`config.mk`:
```
export PLATFORM = sky130hd
export DESIGN_NAME = dcache_ctrl
export DESIGN_NICKNAME = d
export VERILOG_FILES = /design/src/rtl/dcache_ctrl.sv
export SDC_FILE = /design/constraint.sdc
export NUM_CORES = 1
export LEC_CHECK = 0
export CAP_MARGIN = 20
export CORE_AREA = 2 2 191 193
export CTS_CLUSTER_SIZE = 8
export DETAILED_ROUTE_END_ITERATION = 16
export DIE_AREA = 0 0 193 195
export HOLD_SLACK_MARGIN = 0.02
export PLACE_DENSITY = 0.52
export RECOVER_POWER = 25
export SLEW_MARGIN = 0
export SYNTH_ARGS = -nofsm -noshare
export SYNTH_HDL_FRONTEND = slang
export SYNTH_SLANG_ARGS = --single-unit
```
`constraint.sdc`:
```
create_clock -name clock -period 2.3 [get_ports clock]
set_input_delay 0.345 -clock clock [delete_from_list [all_inputs] [get_ports clock]]
set_output_delay 0.345 -clock clock [all_outputs]
set_load 0.05 [all_outputs]
```
`src/rtl/dcache_ctrl.sv`:
```
// dcache_ctrl: blocking load controller sitting in front of the 128x64
// direct-mapped data cache. Hits return one cycle after the handshake. A miss
// issues a tagged LOAD on the memory bus and waits for the data with the
// matching tag. It then fills the line through write port 1 and returns the
// data to the processor.
//
// Optional feature: define DCACHE_PREFETCH_EN to enable next-line prefetch.
// After each demand fill the controller probes line+1 and, on a miss, fetches
// it through write port 2. Without the macro the prefetch states are not
// built and write port 2 is tied to zero.
module dcache_ctrl #(
    parameter int ADDR_W = 32,
    parameter int IDX_W  = 7,
    parameter int OFF_W  = 3,
    parameter int TAG_W  = ADDR_W - IDX_W - OFF_W,
    parameter int DATA_W = 64,
    parameter int MTAG_W = 4
) (
    input  logic              clock,
    input  logic              reset,
    input  logic              req_valid,
    input  logic [ADDR_W-1:0] req_addr,
    output logic              req_ready,
    output logic              resp_valid,
    output logic [DATA_W-1:0] resp_data,
    output logic [1:0]        proc2mem_command,
    output logic [ADDR_W-1:0] proc2mem_addr,
    input  logic [MTAG_W-1:0] mem2proc_response,
    input  logic [DATA_W-1:0] mem2proc_data,
    input  logic [MTAG_W-1:0] mem2proc_tag,
    output logic [IDX_W-1:0]  rd1_idx,
    output logic [TAG_W-1:0]  rd1_tag,
    input  logic [DATA_W-1:0] rd1_data,
    input  logic              rd1_valid,
    output logic              wr1_en,
    output logic [IDX_W-1:0]  wr1_idx,
    output logic [TAG_W-1:0]  wr1_tag,
    output logic [DATA_W-1:0] wr1_data,
    output logic              wr2_en,
    output logic [IDX_W-1:0]  wr2_idx,
    output logic [TAG_W-1:0]  wr2_tag,
    output logic [DATA_W-1:0] wr2_data
);

    localparam logic [1:0] CMD_NONE = 2'd0;
    localparam logic [1:0] CMD_LOAD = 2'd1;

    typedef enum logic [2:0] {
        S_IDLE    = 3'd0,
        S_MREQ    = 3'd1,
        S_MWAIT   = 3'd2
`ifdef DCACHE_PREFETCH_EN
        , S_PF_CHK  = 3'd3,
        S_PF_REQ  = 3'd4,
        S_PF_WAIT = 3'd5
`endif
    } state_t;

    state_t              r_state;
    state_t              w_next_state;

    // Line under service: the missing demand line, or the prefetch line once
    // the prefetch probe has missed.
    logic [TAG_W-1:0]    r_tag;
    logic [IDX_W-1:0]    r_idx;
    // Memory tag of the outstanding demand load; 0 means nothing outstanding.
    logic [MTAG_W-1:0]   r_mtag;
    logic                r_resp_valid;
    logic [DATA_W-1:0]   r_resp_data;

    logic [TAG_W-1:0]    w_req_tag;
    logic [IDX_W-1:0]    w_req_idx;
    logic                w_hs;
    logic                w_match;
    logic                w_granted;
    logic                w_unused_off;

    assign w_req_tag    = req_addr[ADDR_W-1 -: TAG_W];
    assign w_req_idx    = req_addr[OFF_W +: IDX_W];
    assign w_hs         = req_valid && req_ready;
    assign w_granted    = (mem2proc_response != '0);
    // The pending tag is only compared once it has been registered, so a data
    // return in the same cycle as the grant can never match.
    assign w_match      = (r_state == S_MWAIT) && (r_mtag != '0) && (mem2proc_tag == r_mtag);
    // The byte offset does not take part in the lookup.
    assign w_unused_off = ^req_addr[OFF_W-1:0];

    assign resp_valid   = r_resp_valid;
    assign resp_data    = r_resp_data;

`ifdef DCACHE_PREFETCH_EN
    logic [MTAG_W-1:0]      r_pf_mtag;
    logic [TAG_W+IDX_W-1:0] w_pf_line;
    logic                   w_pf_match;

    // The 29-bit line address wraps to 0 past all-ones.
    assign w_pf_line  = {r_tag, r_idx} + 1'b1;
    assign w_pf_match = (r_state == S_PF_WAIT) && (r_pf_mtag != '0) && (mem2proc_tag == r_pf_mtag);
`endif

    // State register.
    always_ff @(posedge clock) begin
        if (reset) r_state <= S_IDLE;
        else       r_state <= w_next_state;
    end

    // Next-state logic.
    always_comb begin
        w_next_state = r_state;
        case (r_state)
            S_IDLE:  if (w_hs && !rd1_valid) w_next_state = S_MREQ;
            S_MREQ:  if (w_granted) w_next_state = S_MWAIT;
`ifdef DCACHE_PREFETCH_EN
            S_MWAIT:   if (w_match) w_next_state = S_PF_CHK;
            S_PF_CHK:  w_next_state = rd1_valid ? S_IDLE : S_PF_REQ;
            S_PF_REQ:  if (w_granted) w_next_state = S_PF_WAIT;
            S_PF_WAIT: if (w_pf_match) w_next_state = S_IDLE;
`else
            S_MWAIT:   if (w_match) w_next_state = S_IDLE;
`endif
            default: w_next_state = S_IDLE;
        endcase
    end

    // Outputs decoded from the current state: handshake, memory command,
    // cache read port and fill write ports.
    always_comb begin
        req_ready        = 1'b0;
        proc2mem_command = CMD_NONE;
        proc2mem_addr    = '0;
        rd1_idx          = '0;
        rd1_tag          = '0;
        wr1_en           = 1'b0;
        wr1_idx          = '0;
        wr1_tag          = '0;
        wr1_data         = '0;
        wr2_en           = 1'b0;
        wr2_idx          = '0;
        wr2_tag          = '0;
        wr2_data         = '0;
        case (r_state)
            S_IDLE: begin
                req_ready = 1'b1;
                rd1_idx   = w_req_idx;
                rd1_tag   = w_req_tag;
            end
            S_MREQ: begin
                proc2mem_command = CMD_LOAD;
                proc2mem_addr    = {r_tag, r_idx, {OFF_W{1'b0}}};
            end
            S_MWAIT: begin
                if (w_match) begin
                    wr1_en   = 1'b1;
                    wr1_idx  = r_idx;
                    wr1_tag  = r_tag;
                    wr1_data = mem2proc_data;
                end
            end
`ifdef DCACHE_PREFETCH_EN
            S_PF_CHK: begin
                rd1_idx = w_pf_line[IDX_W-1:0];
                rd1_tag = w_pf_line[TAG_W+IDX_W-1:IDX_W];
            end
            S_PF_REQ: begin
                proc2mem_command = CMD_LOAD;
                proc2mem_addr    = {r_tag, r_idx, {OFF_W{1'b0}}};
            end
            S_PF_WAIT: begin
                if (w_pf_match) begin
                    wr2_en   = 1'b1;
                    wr2_idx  = r_idx;
                    wr2_tag  = r_tag;
                    wr2_data = mem2proc_data;
                end
            end
`endif
            default: ;
        endcase
    end

    // Datapath: latch the missing line, capture memory grant tags and
    // register the one-cycle load response.
    always_ff @(posedge clock) begin
        if (reset) begin
            r_tag        <= '0;
            r_idx        <= '0;
            r_mtag       <= '0;
            r_resp_valid <= 1'b0;
            r_resp_data  <= '0;
        end else begin
            r_resp_valid <= 1'b0;
            if (r_state == S_IDLE && w_hs) begin
                if (rd1_valid) begin
                    r_resp_valid <= 1'b1;
                    r_resp_data  <= rd1_data;
                end else begin
                    r_tag <= w_req_tag;
                    r_idx <= w_req_idx;
                end
            end
            if (r_state == S_MREQ && w_granted) r_mtag <= mem2proc_response;
            if (w_match) begin
                r_resp_valid <= 1'b1;
                r_resp_data  <= mem2proc_data;
                r_mtag       <= '0;
            end
`ifdef DCACHE_PREFETCH_EN
            // Reuse the line registers for the prefetch target once the probe misses.
            if (r_state == S_PF_CHK && !rd1_valid) begin
                r_tag <= w_pf_line[TAG_W+IDX_W-1:IDX_W];
                r_idx <= w_pf_line[IDX_W-1:0];
            end
`endif
        end
    end

`ifdef DCACHE_PREFETCH_EN
    // Pending memory tag of the prefetch load, kept apart from the demand tag.
    always_ff @(posedge clock) begin
        if (reset)                                  r_pf_mtag <= '0;
        else if (r_state == S_PF_REQ && w_granted)  r_pf_mtag <= mem2proc_response;
        else if (w_pf_match)                        r_pf_mtag <= '0;
    end
`endif

endmodule

```
Yosys cells after proc, flatten, opt, wreduce, memory -nomap -nowiden
Cells that the tools add are included.

Eq/ne operators: 6. Multiplexer cells: 23. Bitwise logic cells: 1. Reduce and logical (&&, ||, !) cells: 16.

Operators with widths (number): $mux 64 (5); $mux 22 (3); $mux 32 (1); $mux 7 (3); $mux 3 (3); $pmux 3 s3 (1); $reduce_bool 4->1 (2); $mux 1 (7); $logic_and 1x1->1 (6); $ne 2x2->1 const B (3); $eq 4x4->1 (1); $reduce_and 2->1 (2); $reduce_bool 2->1 (2); $eq 3x1->1 const B (1); $eq 3x2->1 const B (1); $logic_not 3->1 (1); $reduce_and 3->1 (1); $reduce_or 2->1 (1); $logic_not 1->1 (1); $not 1->1 (1).

Register bits after elaboration: 101. Bits of input ports: 172. Output and inout bits: 317. Word-level logic and storage cells: 52.

Depth between registers and ports, before layout
Word-level depth: 6. Gate-level depth with buffers: 7. Depth with buffers taken out: 5.

Worst setup path after synthesis
OpenSTA, ideal clock, no wires.

Path kind: register to output. Start point: reg r_state[0]. End point: out wr1_idx[1]. Arrival: 1.875 ns. Data required time: 1.955 ns. Setup slack: 0.080 ns. Stages on the path, launching flop included: 8. Buffers on the path: 2. Path through: dfxtp_1 -> and2b_1 -> nand3_1 -> or3_4 -> inv_2 -> buf_6 -> buf_6 -> and2_1.

Cells in the longest elaborated chain, start to end: 5.

RTL lines: start: declaration (line 59) `state_t r_state;`; start signal: assignment (line 104) `else r_state <= w_next_state;`; $eq 3x2->1 (*) (line 84, 141); $logic_and 1x1->1 (2 in series) (line 84) `assign w_match = (r_state == S_MWAIT) && (r_mtag != '0) && (mem2proc_tag == r_mtag);`; $mux 7 (line 152) `if (w_match) begin`; $mux 7 (*) (line 141) `case (r_state)`; end: declaration (line 36) `output logic [IDX_W-1:0] wr1_idx,`.

Mark *: on every way between the ends. The rest lies on a longest branch, timed or not.

Worst setup path in the final report
Start point: reg r_mtag[2]. End point: out wr1_data[38].

Cells in the longest elaborated chain, start to end: 5. Elaborated cells on any way between the ends: 6. Those cells by class: 1 x eq/ne; 2 x mux; 3 x reduce/logical.

RTL lines: start: declaration (line 67) `logic [MTAG_W-1:0] r_mtag;`; start signal: assignment (line 201) `if (r_state == S_MREQ && w_granted) r_mtag <= mem2proc_response;`; $reduce_bool 4->1 (line 84); $logic_and 1x1->1 (line 84); $logic_and 1x1->1 (*) (line 84); $mux 64 (*) (line 152); $mux 64 (*) (line 141); end: declaration (line 38) `output logic [DATA_W-1:0] wr1_data,`.

Marked as above.

==> out/results.tsv <==
stage	metric	value	unit
sta	clock.fmax	415	MHz
final_layout	layout-area-overhead-vs-synth	91.4	%
global_routing	antenna_found_initial	5	
place	pre_cts_ws	-291	ps
global_routing	use_met2	24.6	%
critical_path	max_stage_delay	400	ps
clock_network	htreeDepth	3	
sta	setup_violations	93	
critical_path	cp.arrival	2070	ps
route	wirelength	28.4	mm
status	violations	setup timing	
synth	synth.cell_area	0.00643	mm2
route	route.detailed.wl_per_inst	18.2	um
critical_path	timing.rr.start	r_mtag[2]	
global_routing	grt_max_degree	62	
sta	finalHoldViolCount	0	
global_routing	grt_usage	14.2	%
clock_network	numCtsBuffers	9	
sta	hold_ws	446	ps
synth	ys.flop_type	dfxtp_1	
synth	synth_area_leaders	dfxtp_1, and2_1, buf_4	
hold_path	min_path_cells	3	
route	vias_per_cell	4.11	
route	drt_iter0_markers	136	
critical_path	crit_path_cell_trace	or3_4 -> a21oi_4 -> or3_4 -> clkinv_8 -> buf_12 -> and2_1 -> buf_12	
route	vias	6425	
sta	min_period_over_period	105	%
hold_path	holdCritPathClass	in2reg	
critical_path	critPathBufInv	3	
flow_run	cap_violations	0	
die	fp.dieArea	0.0376	mm2
place	port_buffers	387	
synth	synthCells	732	
synth	synthArstFlopShare	0	%
power	power.density	424	mW/mm2
sta	tns	-6710	ps
synth	synth_top_cell_area_share	31.1	%
critical_path	worstPathRequired	1960	ps
sta	maxSlewViolCount	0	
power	p_total	0.00522	W
die	die_w	193	um
critical_path	crit_slowest_cell	or3_4	
clock_network	path_clk_slew	70	ps
die	start_util	18.2	%
status	status	finished with violations	
die	core-area	0.0354	mm2
sta	worstMarginPinSlew	699	ps
critical_path	r2r-end	resp_data[57]	
clock_network	clock_path_buffers	2	
clock_network	clock_latency	360	ps
clock_network	cts.sinks	100	
power	leakagePower	4.61	nW
synth	synth_edf_count	0	
global_routing	gr-max-usage-layer	met2	
global_routing	grt_use_met3	5.09	%
critical_path	reg2regPathDepth	7	
sta	clock_skew	9.33	ps
sta	finalWorstPathRequiredPeriod	2410	ps
global_routing	grt_pass1_vias	6437	
synth	synth_warnings	0	
sta	setup_ws	-112	ps
critical_path	crit_path_end	wr1_data[38]	
critical_path	cp-end-kind	primary output	
critical_path	crit_path_max_fanout	22	
die	die_h	195	um
clock_network	hold_buffers	0	
critical_path	crit_family	simple AND/OR/NAND/NOR gates	
place	hpwl	20.6	mm
final_layout	layout-drive-gt1-share	33.1	%
critical_path	path_depth	7	
clock_network	cts_tree	done	
sta	timing.slew.headroom	53.4	%
critical_path	reg2reg_slack	270	ps
final_layout	fin_nets	1269	
critical_path	crit_path_start_kind	flop	
synth	synth.avg_cell_area	8.79	um2
place	dp_cells	1542	
synth	ys_seq_area_share	31.1	%
global_routing	overflow	0	
synth	synth_cell_type_count	32	
route	drc	0	
global_routing	grt.met1_usage	16.1	%
critical_path	crit_path_start	r_mtag[2]	
clock_network	root_buffer	clkbuf_16	
die	io_pins	489	
place	gp_congestion	0.794	
route	ant_nets	0	
final_layout	instances_no_fill	1563	
synth	synth_top_area_cell	dfxtp_1	
die	rows	69	
sta	rsz0062_at_grt	yes	
synth	ys_ff_latch	100	
global_routing	grt_pass1_wl	40.1	mm
route	first_pass_iters	4	
critical_path	crit_type	reg2out	
power	peakVddDrop	0.000358	V
-- placed cells by master, fill, tap and decap left out, drive strengths merged --
cell type	instances
and3	1
mux2i	64
clkinvlp	4
nor3	4
clkinv	2
conb	98
xnor2	3
buf	191
a21oi	33
dlygate4sd3	1
inv	1
nor2	2
diode	1
nor4	65
and2	151
or3	2
nor4b	1
dfxtp	100
nand3	2
nand2	59
a211oi	64
a22oi	4
nand2b	2
and2b	1
clkdlybuf4s50	227
o31ai	1
nand3b	1
nor2b	1
dlygate4sd2	4
clkbuf	12
-- worst min-delay path by stage --
stage                     startpoint       endpoint  slack, ps
after floorplan             r_idx[0]       r_idx[0]        440
after global placement     r_tag[20]      r_tag[20]        450
after detailed placement   r_tag[20]      r_tag[20]        450
after CTS                      reset  resp_data[23]        430
after global routing           reset  resp_data[23]        430
final                          reset  resp_data[23]        450
-- layout make-up --
type	count	area, um2
diodes	1	2.50
clock buffers	10	239
clock inverters	5	38.8
fillers	3627	23100
inverters	2	20.0
multi-input cells	559	3950
flip-flops and latches	100	2010
well taps	461	577
repair buffers	425	5490
-- flip-flops by register name (all words and copies together) (netlist names) --
register,flops
r_mtag,4
resp_data,64
r_state,2
r_idx,7
resp_valid,1
r_tag,22
-- metal layers --
layer	vias to the layer above	part of all wire, %
li1	3069	-
met1	3002	39
met2	320	48
met3	32	10
met4	2	2.1
met5	-	0.056
-- synth_stat cells (all sizes together), types with 3 or more instances --
library cell	instances
and2	151
buf	125
dfxtp	100
nor4	65
a211oi	64
mux2i	64
nand2	59
clkbuf	43
a21oi	33
a22oi	4
nor3	4
xnor2	3
-- where the power goes --
part / internal, W / switching (W)
Sequential: 0.00182 / 0.0000567
Clock: 0.000762 / 0.000752
Combinational: 0.000637 / 0.00120
Total: 0.00322 / 0.00200
-- kinds of logic (layout without fill, tap and decap cells) --
group / after synthesis / after routing / synth area share [%]
buffers and inverters: 170 / 442 / 17.6
and+or+nand+nor: 292 / 292 / 26.4
xor gates and xnor gates: 3 / 3 / 0.408
muxes: 64 / 64 / 9.96
other: 1 / 99 / 0.0583
DFF: 100 / 100 / 31.1
AOI/OAI and AO/OA: 102 / 102 / 14.5
-- worst min-delay path: stages --
cell	delay, ps
buf_4	110
buf_12	240
a211oi_2	50
-- what timing repair did --
action,CTS,global route
pin swaps,0,26
gates cloned,3,1
setup buffers,3,1
resized for setup,80,31
setup endpoints to repair,94,94
-- metrics by stage --
| step | instance area [um2] | utilization [%] |
|---|---|---|
| after global routing | 12300 | 34.8 |
| after global placement | 11700 | 33.0 |
| final | 12300 | 34.8 |
| after detailed placement | 11700 | 33.0 |
| after CTS | 12300 | 34.7 |
| after floorplan | 6800 | - |
(Power assumes the default switching activity.)
==> variant 1: new RTL, config.mk and constraints unchanged <==
Set the parameter `OFF_W` to 6 (it was 3).
--- a/src/rtl/dcache_ctrl.sv
+++ b/src/rtl/dcache_ctrl.sv
@@ -11,7 +11,7 @@
 module dcache_ctrl #(
     parameter int ADDR_W = 32,
     parameter int IDX_W  = 7,
-    parameter int OFF_W  = 3,
+    parameter int OFF_W  = 6,
     parameter int TAG_W  = ADDR_W - IDX_W - OFF_W,
     parameter int DATA_W = 64,
     parameter int MTAG_W = 4
Ports: changed (resized rd1_tag, wr1_tag and wr2_tag); port bits go from 489 to 480. No check against the original RTL was run, so the function may have changed too.
==> variant 1 against the unedited design <==
The run still ends with negative setup slack left. Cell area fell by 1.2%. Combinational power decreased by 3%. Routed wire length up 2.3%. Worst setup slack worse by 0.063 ns. Sequential cell count fell by 3. Synthesized area is 2.9% lower. Total power down 1.5%. Clock skew shrank 0.0044 ns. Largest cell class unchanged.
==> variant 1: results <==
metrics = {
    "place": {
        "gp_congestion": 0.7300,
        "dpl.hpwl_mm": 19.80,
        "io_buffers": 375,
    },
    "setup_path": {
        "path_max_fanout": 6,
    },
    "synthesis": {
        "synth_commonest_cells": "and2_1, buf_4, dfxtp_1",
        "syn_inst": 708,
        "ys_seq_area_share_pct": 31.08,
    },
    "timing": {
        "fin_tns_setup_ns": -13.59,
        "setup_violations": 91,
        "finClkSkew_ns": 0.004894,
        "slew_headroom_pct": 55.91,
        "setup_ws_ns": -0.1749,
    },
    "global_routing": {
        "grt_first_pass_wirelength_mm": 40.62,
        "grt_pass1_vias": 6438,
        "track_usage_pct": 14.44,
        "grt_max_degree": 53,
        "antenna_found_initial": 1,
    },
    "power": {
        "p_leak_nw": 4.653,
        "p_switching_mw": 1.934,
    },
    "final_layout": {
        "drive_above_1_share_pct": 34.32,
        "instances_no_fill": 1542,
        "insertedDiodeCount": 0,
    },
    "routing": {
        "wl_per_cell_um": 18.83,
        "routed_via_density": 4.095,
    },
    "run_status": {
        "violations": "negative setup slack",
        "run_status": "complete, but fails checks",
    },
    "clock_tree": {
        "cts_buffer_depth": 2,
        "cts_tree": "yes",
    },
}
==> variant 1: cell types whose count changed after synthesis, sizes merged <==
| cell | before | now |
|---|---|---|
| nand2 | 59 | 53 |
| and2 | 151 | 142 |
| a21oi | 33 | 30 |
| dfxtp | 100 | 97 |
| clkbuf | 43 | 40 |
==> variant 1: repair_timing <==
| item | 4_1_cts | 5_1_grt |
|---|---|---|
| gates cloned | 7 | 5 |
| gates resized for setup | 95 | 32 |
| setup buffers | 14 | 1 |
| endpoints found under the setup margin | 91 | 110 |
| pin swaps | 19 | 23 |
==> variant 1: per-stage QoR <==
stage / setup WS, ns / util, %
4_1_cts: -0.2314 / 33.88
3_3_place_gp: -0.3669 / 31.60
5_1_grt: -0.2578 / 34.39
2_1_floorplan: 0.07611 / -
3_5_place_dp: -0.3608 / 31.60
6_report: -0.1749 / 34.39
==> variant 1: per-layer routing <==
metal / track usage [%] / vias to the layer above / share of wire [%]
met5: 0 / - / 0.045
met1: 16.91 / 2992 / 41
met2: 25.00 / 296 / 49
li1: - / 3003 / -
met3: 4.152 / 21 / 7.9
met4: 4.910 / 2 / 2.1
==> variant 1: path summary, 6_finish.rpt <==
check | depth (start not counted) | slack [ns] | end | start
max | 8 | -0.17 | wr1_tag[4] | r_state[0]
min | 2 | 0.43 | resp_data[28] | reset
max reg2reg | 10 | 0.15 | resp_data[9] | r_mtag[3]
min reg2reg | 2 | 0.46 | r_tag[18] | r_tag[18]
==> variant 1: cell type report <==
| class | count | area share [%] |
|---|---|---|
| Tap cell | 461 | 4.739 |
| Clock inverter | 4 | 0.3701 |
| Inverter | 2 | 0.1234 |
| Clock buffer | 11 | 1.912 |
| Sequential cell | 97 | 16.00 |
| Timing Repair Buffer | 426 | 44.92 |
| Multi-Input combinational cell | 541 | 31.94 |
==> variant 1: worst max-delay path, stage by stage (launching register included) <==
cell	delay (ns)
dfxtp_2	0.32
and2b_2	0.24
nand3_4	0.07
or3_4	0.43
inv_8	0.10
buf_8	0.14
buf_6	0.16
and2_4	0.16
buf_12	0.13
==> variant 1: kinds of logic (layout without fill, tap and decap cells) <==
group / count (synthesis) / in the layout / share of synthesized area [%]
other: 1 / 98 / 0.06001
AOI/OAI and AO/OA: 99 / 99 / 14.68
and+or+nand+nor: 277 / 277 / 25.99
DFF: 97 / 97 / 31.08
muxes: 64 / 64 / 10.25
xor gates and xnor gates: 3 / 3 / 0.4206
buffers and inverters: 167 / 443 / 17.52
==> variant 1: power by group through the flow <==
stage	Combinational, mW	Clock [mW]	Sequential [mW]
global placement	1.76	0	1.85
detailed placement	1.77	0	1.85
floorplan	1.02	0	2.05
finish	1.77	1.55	1.82
global route	1.86	1.69	1.83
CTS	1.80	1.64	1.82
==> variant 2: new RTL, same flow settings <==
Without the edit above. Encoding of `state_t`: now one-hot (3 bits for 3 states).
--- a/src/rtl/dcache_ctrl.sv
+++ b/src/rtl/dcache_ctrl.sv
@@ -46,9 +46,9 @@
     localparam logic [1:0] CMD_LOAD = 2'd1;
 
     typedef enum logic [2:0] {
-        S_IDLE    = 3'd0,
-        S_MREQ    = 3'd1,
-        S_MWAIT   = 3'd2
+        S_IDLE    = 3'b001,
+        S_MREQ    = 3'b010,
+        S_MWAIT   = 3'b100
 `ifdef DCACHE_PREFETCH_EN
         , S_PF_CHK  = 3'd3,
         S_PF_REQ  = 3'd4,
Check against the original RTL: no difference found for any inputs over 4 cycles, from zero or initial values and one cycle with reset high; so few cycles prove little.
==> variant 2 against the unedited design <==
The run still ends with negative setup slack left. Cell area increased by 1.6%. Clock power up 22%. Count of clock-buffer cells in the layout stayed put. Non-clock buffer count fell by 5. Total power increased by 4.3%. Synthesized area is 2.1% lower. Routed wire length fell by 6.3%. Utilization rose by 0.57 points. Clock skew shrank 0.0028 ns. Worst setup slack better by 0.040 ns. Sequential cell count up 1.
==> variant 2: results <==
metrics = {
    "run_status": {
        "violations": "negative setup slack",
        "run_status": "complete, but fails checks",
    },
    "global_routing": {
        "grt_pass1_vias": 6184,
        "grt_max_degree": 65,
        "grt_first_pass_wirelength_mm": 38.65,
        "antenna_found_initial": 0,
    },
    "synthesis": {
        "synthTopCellsByArea": "dfxtp_1, and2_1, buf_4",
        "synth_cell_types": 38,
        "ys_seq_area_share_pct": 32.10,
        "synth_commonest_cells": "and2_1, buf_4, dfxtp_1",
        "synth_compound_area_share_pct": 13.81,
        "synthXorXnorAreaFrac_pct": 0.5562,
        "synth_mux_area_share_pct": 10.17,
        "syn_inst": 728,
    },
    "routing": {
        "drt_iter0_markers": 156,
        "routed_wl_mm": 26.58,
    },
    "timing": {
        "finClkSkew_ns": 0.006499,
        "setup_violations": 94,
        "slew_headroom_pct": 62.92,
        "setup_ws_ns": -0.07253,
    },
    "clock_tree": {
        "clk_transition_reported_paths_ns": 0.07,
    },
    "place": {
        "place_inst": 1544,
        "io_buffers": 387,
    },
    "final_layout": {
        "fillers": 3633,
        "insertedDiodeCount": 0,
        "drive_above_1_share_pct": 27.86,
    },
    "power": {
        "p_leak_nw": 4.735,
        "sw_frac_of_total_pct": 33.88,
    },
}
## variant 2: per-stage QoR
| stage | utilization (%) | setup slack [ns] | TNS (ns) | area [µm²] |
|---|---|---|---|---|
| 3_3_place_gp | 33.59 | -0.1140 | -8.335 | 11890 |
| 3_5_place_dp | 33.59 | -0.1255 | -9.297 | 11890 |
| 5_1_grt | 35.37 | -0.1582 | -11.49 | 12520 |
| 6_report | 35.37 | -0.07253 | -4.024 | 12520 |
| 2_1_floorplan | - | 0.06238 | 0 | 6663 |
| 4_1_cts | 35.22 | -0.1051 | -6.783 | 12470 |
## variant 2: per-layer routing
metal | up-vias | part of all wire (%) | GRT usage [%]
li1 | 3026 | - | -
met5 | - | 0 | 0
met3 | 17 | 11 | 5.769
met4 | 0 | 1.4 | 3.367
met1 | 2886 | 37 | 14.76
met2 | 299 | 50 | 23.86
## variant 2: final cells by class
type	instances	share of cell area, %
clock inverters	5	0.8496
flip-flops and latches	101	16.16
repair buffers	420	46.33
clock buffers	10	1.909
inverters	1	0.08995
multi-input cells	565	30.05
well taps	461	4.608
## variant 2: path summary, 6_finish.rpt
check	from	end	slack, ns	cells after the start
max	mem2proc_tag[1]	wr1_data[19]	-0.07	8
min	reset	r_state[2]	0.33	3
max reg2reg	r_mtag[1]	resp_data[1]	0.26	5
min reg2reg	r_tag[21]	r_tag[21]	0.47	2
## variant 2: power by group through the flow
stage	logic, mW	registers [mW]	clock network [mW]
floorplan	0.950	2.11	0
global placement	1.73	1.91	0
detailed placement	1.73	1.92	0
CTS	1.74	1.88	1.93
global route	1.82	1.89	1.98
finish	1.73	1.88	1.84
## variant 2: logic make-up (layout without fill, tap and decap cells)
| family | count (synthesis) | after routing |
|---|---|---|
| AND/OR/NAND/NOR | 297 | 297 |
| buffers and inverters | 159 | 436 |
| AO/OA/AOI/OAI | 102 | 102 |
| flip-flops | 101 | 101 |
| multiplexers | 64 | 64 |
| XOR/XNOR | 4 | 4 |
| other | 1 | 98 |
## variant 2: critical path, stage by stage
cell             delay [ns]
clkdlybuf4s50_1        0.52
xnor2_2                0.13
and4_4                 0.26
nand3_4                0.09
inv_8                  0.13
buf_12                 0.18
and2_1                 0.19
buf_12                 0.14
## variant 2: repair_timing
item	in CTS	in global routing
setup buffers	2	0
endpoints found under the setup margin	94	117
resized for setup	66	13
gates cloned	2	0
pin swaps	25	0
endpoints found under the hold margin	0	0
